## config.mk

```make
export PLATFORM = sky130hd
export DESIGN_NAME = fifo_wptr_full
export DESIGN_NICKNAME = d
export VERILOG_FILES = /design/src/rtl/fifo_wptr_full.sv
export SDC_FILE = /design/constraint.sdc
export NUM_CORES = 1
export LEC_CHECK = 0
export CORE_UTILIZATION = 47
export DETAILED_ROUTE_END_ITERATION = 8
export HOLD_SLACK_MARGIN = 0.15
export PLACE_DENSITY = 0.76
export RECOVER_POWER = 100
export SKIP_LAST_GASP = 1
export SYNTH_ARGS = -nofsm -noshare
export SYNTH_HDL_FRONTEND = slang
export SYNTH_SLANG_ARGS = --single-unit
```

## constraint.sdc

```tcl
create_clock -name i_wclk -period 2.55 [get_ports i_wclk]
set_input_delay 0.765 -clock i_wclk [delete_from_list [all_inputs] [get_ports i_wclk]]
set_output_delay 0.765 -clock i_wclk [all_outputs]
set_load 0.01 [all_outputs]
```

## src/rtl/fifo_wptr_full.sv

```systemverilog
// ---------------------------------------------------------------------------
// fifo_wptr_full
//
// Write-side pointer and full-flag controller for an asynchronous FIFO.
// Lives entirely in the write clock domain. It brings the read side's Gray
// read pointer across with a plain flop chain, keeps the binary write
// pointer, exports the Gray write pointer to the read side, and produces a
// registered full flag, a conservative fill level and an overflow pulse.
//
// Optional feature macro: WPTR_AFULL_EN
//   When defined, adds the registered almost-full output o_wafull, which is
//   high whenever the write-side level is at or above AFULL_THRESH.
//   When undefined, o_wafull and its logic are absent and AFULL_THRESH only
//   takes part in the parameter legality check.
//
// Parameters:
//   ADDR_WIDTH   - FIFO address bits, depth = 2**ADDR_WIDTH (>= 2)
//   SYNC_STAGES  - flops in the read-pointer synchronizer chain (>= 2)
//   AFULL_THRESH - almost-full level, 1 .. 2**ADDR_WIDTH-1
//
// Ports:
//   i_wclk   - write-domain clock (only clock of this block)
//   i_wrst   - asynchronous active-high reset
//   i_winc   - write request for this cycle
//   i_rptr   - Gray read pointer from the read domain (asynchronous)
//   o_waddr  - binary RAM write address for the current write
//   o_wptr   - registered Gray write pointer, sent to the read domain
//   o_wfull  - registered full flag
//   o_wlevel - registered fill level seen from the write side
//   o_wovf   - one-cycle pulse when a write is attempted while full
//   o_wafull - registered almost-full flag (WPTR_AFULL_EN only)
// ---------------------------------------------------------------------------
module fifo_wptr_full #(
    parameter int ADDR_WIDTH   = 3,
    parameter int SYNC_STAGES  = 2,
    parameter int AFULL_THRESH = 6
) (
    input  logic                  i_wclk,
    input  logic                  i_wrst,
    input  logic                  i_winc,
    input  logic [ADDR_WIDTH:0]   i_rptr,
    output logic [ADDR_WIDTH-1:0] o_waddr,
    output logic [ADDR_WIDTH:0]   o_wptr,
    output logic                  o_wfull,
    output logic [ADDR_WIDTH:0]   o_wlevel,
    output logic                  o_wovf
`ifdef WPTR_AFULL_EN
    ,
    output logic                  o_wafull
`endif
);

    // Pointers carry one extra bit beyond the address so that "full" and
    // "empty" can be told apart when the address bits are equal.
    localparam int PW = ADDR_WIDTH + 1;

    // Parameter legality: stop elaboration on settings the pointer and
    // full-compare logic cannot support.
    if (ADDR_WIDTH < 2) begin : g_badAddrWidth
        $error("fifo_wptr_full: ADDR_WIDTH must be 2 or more");
    end
    if (SYNC_STAGES < 2) begin : g_badSyncStages
        $error("fifo_wptr_full: SYNC_STAGES must be 2 or more");
    end
    if ((AFULL_THRESH < 1) || (AFULL_THRESH > (2 ** ADDR_WIDTH) - 1)) begin : g_badAfullThresh
        $error("fifo_wptr_full: AFULL_THRESH must be in 1 .. 2**ADDR_WIDTH-1");
    end

    logic [PW-1:0] r_rq [SYNC_STAGES];
    logic [PW-1:0] w_rqSync;
    logic [PW-1:0] w_rbinSync;
    logic [PW-1:0] r_wbin;
    logic [PW-1:0] w_wbinNext;
    logic [PW-1:0] w_wgrayNext;
    logic [PW-1:0] w_fullCmp;
    logic [PW-1:0] w_levelNext;
    logic          w_wrOk;

    // Read-pointer synchronizer. A pure flop chain with nothing between the
    // stages: the Gray encoding guarantees at most one bit changes per read,
    // so any sampled value is either the old or the new pointer.
    always_ff @(posedge i_wclk or posedge i_wrst) begin
        if (i_wrst) begin
            for (int k = 0; k < SYNC_STAGES; k++) begin
                r_rq[k] <= '0;
            end
        end else begin
            r_rq[0] <= i_rptr;
            for (int k = 1; k < SYNC_STAGES; k++) begin
                r_rq[k] <= r_rq[k-1];
            end
        end
    end

    assign w_rqSync = r_rq[SYNC_STAGES-1];

    // Gray to binary: each binary bit is the XOR of all Gray bits at and
    // above it. Written as a reduction of a shifted copy so no bit of the
    // result depends on another bit of the same vector.
    always_comb begin
        w_rbinSync = '0;
        for (int i = 0; i < PW; i++) begin
            w_rbinSync[i] = ^(w_rqSync >> i);
        end
    end

    // Next write pointer. A write is only taken while not full; the binary
    // pointer wraps naturally at 2**PW, which keeps the level arithmetic
    // correct across the wrap.
    assign w_wrOk      = i_winc & ~o_wfull;
    assign w_wbinNext  = r_wbin + {{ADDR_WIDTH{1'b0}}, w_wrOk};
    assign w_wgrayNext = w_wbinNext ^ (w_wbinNext >> 1);

    // The FIFO is full when the next write pointer equals the synchronized
    // read pointer with its top two Gray bits inverted, i.e. exactly one lap
    // ahead. Using the current (stale) read pointer makes full pessimistic:
    // it can linger after a read but never clears early.
    assign w_fullCmp   = {~w_rqSync[PW-1:PW-2], w_rqSync[PW-3:0]};

    // Level uses the same next write pointer and the same synchronized read
    // pointer as the full compare, so full and level == depth always agree.
    assign w_levelNext = w_wbinNext - w_rbinSync;

    // Pointer, flag and level registers. The overflow pulse reflects a
    // request made against the registered full flag; such a write is
    // dropped and leaves no lasting state behind.
    always_ff @(posedge i_wclk or posedge i_wrst) begin
        if (i_wrst) begin
            r_wbin   <= '0;
            o_wptr   <= '0;
            o_wfull  <= 1'b0;
            o_wlevel <= '0;
            o_wovf   <= 1'b0;
        end else begin
            r_wbin   <= w_wbinNext;
            o_wptr   <= w_wgrayNext;
            o_wfull  <= (w_wgrayNext == w_fullCmp);
            o_wlevel <= w_levelNext;
            o_wovf   <= i_winc & o_wfull;
        end
    end

    // The RAM address is the low part of the registered binary pointer; it
    // names the slot the current write (if accepted) lands in.
    assign o_waddr = r_wbin[ADDR_WIDTH-1:0];

`ifdef WPTR_AFULL_EN
    localparam logic [PW-1:0] AFULL_LVL = PW'(AFULL_THRESH);

    // Almost-full follows the level with the same timing. Since the
    // threshold is below the depth, it stays high while full as well.
    always_ff @(posedge i_wclk or posedge i_wrst) begin
        if (i_wrst) begin
            o_wafull <= 1'b0;
        end else begin
            o_wafull <= (w_levelNext >= AFULL_LVL);
        end
    end
`endif

endmodule
```

==> metrics.md <==
| Metric | Value |
|---|---|
| Placeable Area | `about 1700 um^2` |
| Synth Warn # | `0` |
| CTS buffer count | `3` |
| Row Count | `15` |
| Initial Util | `0.498` |
| Largest cells by area after synthesis | `dfrtp_1 62%, xnor2_1 10%, ha_1 5.9%, xor2_1 5.1%, inv_1 2.2%` |
| Worst R2R End | `o_wlevel[3]` |
| RSZ-0062 raised after global routing | `no` |
| Clk sinks | `21` |
| Post-Synth Simple-Gate Area | `0.0500` |
| CTS root buf | `clkbuf_4` |
| GRT Total Usage | `0.155` |
| Max Clock Freq | `between 400 and 500 MHz` |
| Vias | `513` |
| Final setup fails | `0` |
| Adder-cell share of the synthesized area | `0.0706` |
| ANT nets after route | `0` |
| Synthesized area | `around 850 um^2` |
| Crit path from | `i_winc` |
| Number of port buffers | `19` |
| Comb pwr share | `0.569` |
| Worst R2R Setup Slack | `0.38 ns` |
| Hold Path Class | `reg -> reg` |
| Crit. End Element | `flip-flop` |
| Kind of critical path | `in -> reg` |
| Status | `completed` |
| # H-tree levels | `1` |
| Routability cong. | `between 0.6 and 0.7` |
| Part of the power in the clock network | `0.101` |
| Commonest non-fill, non-tap cells in the layout | `21 x dfrtp_1, 14 x clkdlybuf4s50_1, 10 x xnor2_1` |
| Grt ovf | `0` |
| Initial antenna violation count | `0` |
| Worst rel slew slack | `0.283` |
| Mux share of post-synthesis cell area | `0.0250` |
| Vias in the first global route | `480` |
| Syn_area_per_cell | `13.7 um^2` |
| Internal power | `between 1 and 1.5 mW` |
| DR pass1 iterations | `4` |
| Worst vdd ir | `0.000737 V` |
| Clock transition at the registers of the reported paths | `between 0.1 and 0.15 ns` |
| Final hold violation count | `0` |
| R2R cell count | `8` |
| Top cell type by total area after synthesis | `dfrtp_1` |
| Number of hold buffers added after cts | `0` |
| Die Y | `approximately 45 um` |
| Top Ports | `20` |
| Final period util | `0.945` |
| Post-Syn Instances | `between 60 and 70` |
| Final core area utilization | `0.667` |
| CTS tree | `yes` |
| Die Wd | `approximately 45 um` |
| Hold Path Cell Cnt | `0` |
| Diode count | `0` |
| Register area share after synthesis | `0.618` |
| Maximum clock path buffer count | `2` |
| Nets@finish | `roughly 100` |
| Worst setup margin | `0.140 ns` |
| Setup crit start kind | `primary input` |
| First-pass GRT wire length | `between 2 and 2.5 mm` |
| LEAKAGE | `between 0.4 and 0.5 nW` |
| Slew Limit Fails | `0` |
| P_sw | `between 0.5 and 0.6 mW` |
| Post-place setup slack | `-0.251 ns` |
| CP Max Fanout | `2` |
| Layout area overhead | `33.8%` |
| Synth Area in XOR/XNOR | `0.174` |
| Actual slew at the worst max-slew pin | `roughly 1.1 ns` |
| Worst Path Arrival | `~2.7 ns` |
| Tmin final | `around 2.4 ns` |
| Vias/cell | `4.50` |
| Layout cells sized above 1 | `0.124` |
| Sequential Power Share | `0.330` |
| Compound-Gate Fraction of Synth Area | `0.0353` |
| Most common cell after layout, fill and taps aside | `dfrtp_1` |
| Pwr dens | `1370 nW/um^2` |
| Synth top area share | `0.618` |
| Synthesized Nets | `73` |
| PnR Total Power | `~1.6 mW` |
| WL per Instance | `around 10 um` |
| Skew-Pair Late Insertion Delay | `0.30 ns` |
| Drt drc | `0` |
| Req. time, crit path | `roughly 2.8 ns` |
| CP max stage cell | `clkdlybuf4s50_1` |
| Drt initial violations | `7` |
| Crit path largest cell delay | `just over 0.4 ns` |
| #FFs+latches synth | `21` |
| Hold path start | `r_rq[6]` |
| R2R Path Start | `w_rqSync[3]` |
| Switching share of power | `0.352` |
| Placed cell area | `between 1000 and 1500 um^2` |
| Die outline area | `1980 um^2` |
| Largest family of logic cells by synthesized area | `XOR/XNOR gates` |
| Unique masters post-synth | `19` |
| Detailed Place HPWL | `901 um` |
| Crit-path cells | `clkdlybuf4s50_1, nor2b_1, ha_1, inv_1, ha_1, nor2b_1, maj3_1, a21oi_1, xor2_1` |
| Skew final | `0.00582 ns` |
| Design area | `roughly 1100 um^2` |
| Largest net degree at the start of global routing | `22` |
| Worst setup path endpoint | `o_wlevel[3]` |
| Final wirelength | `approximately 1.2 mm` |
| Max-cap viol count | `0` |
[routing by layer]
metal	up-vias	track usage	routed length (um)
met3	2	0.0367	52
met5	-	0	0
met4	0	0.109	12
met2	17	0.244	592
li1	250	-	-
met1	244	0.187	532
[sequential cells by signal, summed over array words and instances, names as in the netlist]
register / count
w_rqSync: 4
r_wbin: 3
o_wfull: 1
r_rq: 4
o_wptr: 4
o_wovf: 1
o_wlevel: 4
[worst max-delay path: cells and delay by family]
family	cells	cell delay, ns
adders and majority gates	3	0.84
buffers and inverters	2	0.47
and+or+nand+nor	2	0.26
AOI/OAI and AO/OA	1	0.15
xor gates and xnor gates	1	0.15
[cells by family (layout without fill, tap and decap cells)]
family,count (synthesis),count (layout)
buffers and inverters,6,33
flip-flops,21,21
multiplexers,2,2
XOR/XNOR,16,16
AND/OR/NAND/NOR,8,8
adder cells (fa/ha/maj),5,5
AO/OA/AOI/OAI,4,4
[cells in the mapped netlist (all sizes together)]
master and count:
or3 1, ha 4, xnor2 11, maj3 1
a21boi 1, mux2i 1, nand2 2, a211oi 1
buf 1, nor2b 2, inv 5, dfrtp 21
xor2 5, nand3 2, and2 1, o21ai 1
mux2 1, a21oi 1
[cell type report]
cell class,count,area (um^2)
flip-flops and latches,21,526
repair buffers,24,220
clock buffers,3,22.5
inverters,5,18.8
fillers,131,569
multi-input cells,35,315
well taps,25,31.3
clock inverters,1,5.00
[worst min-delay path by stage]
stage | end | slack, ns
2_1_floorplan | w_rqSync[0] | 0.33
3_3_place_gp | w_rqSync[3] | 0.33
3_5_place_dp | w_rqSync[1] | 0.34
4_1_cts | w_rqSync[2] | 0.37
5_1_grt | w_rqSync[2] | 0.38
6_report | w_rqSync[2] | 0.36
[what timing repair did]
action                     CTS  global route
setup endpoints to repair    0             2
gates resized for setup      0             2
buffers inserted             0             0
[metrics by stage]
step / cells / hold slack, ns / TNS (ns)
6_report: 114 / 0.358 / 0
5_1_grt: 114 / 0.375 / 0
4_1_cts: 114 / 0.367 / 0
3_5_place_dp: 110 / 0.344 / -0.570
3_3_place_gp: 110 / 0.332 / -0.535
2_1_floorplan: 62 / 0.331 / 0
[power by group through the flow]
stage                     Combinational [mW]  Sequential, mW  Clock (mW)
after floorplan                        0.479           0.566           0
after global placement                 0.873           0.512           0
after detailed placement               0.883           0.517           0
after CTS                              0.888           0.509       0.165
after global routing                   0.977           0.528       0.175
final                                  0.885           0.513       0.157
Power figures use the tool's default switching activity.
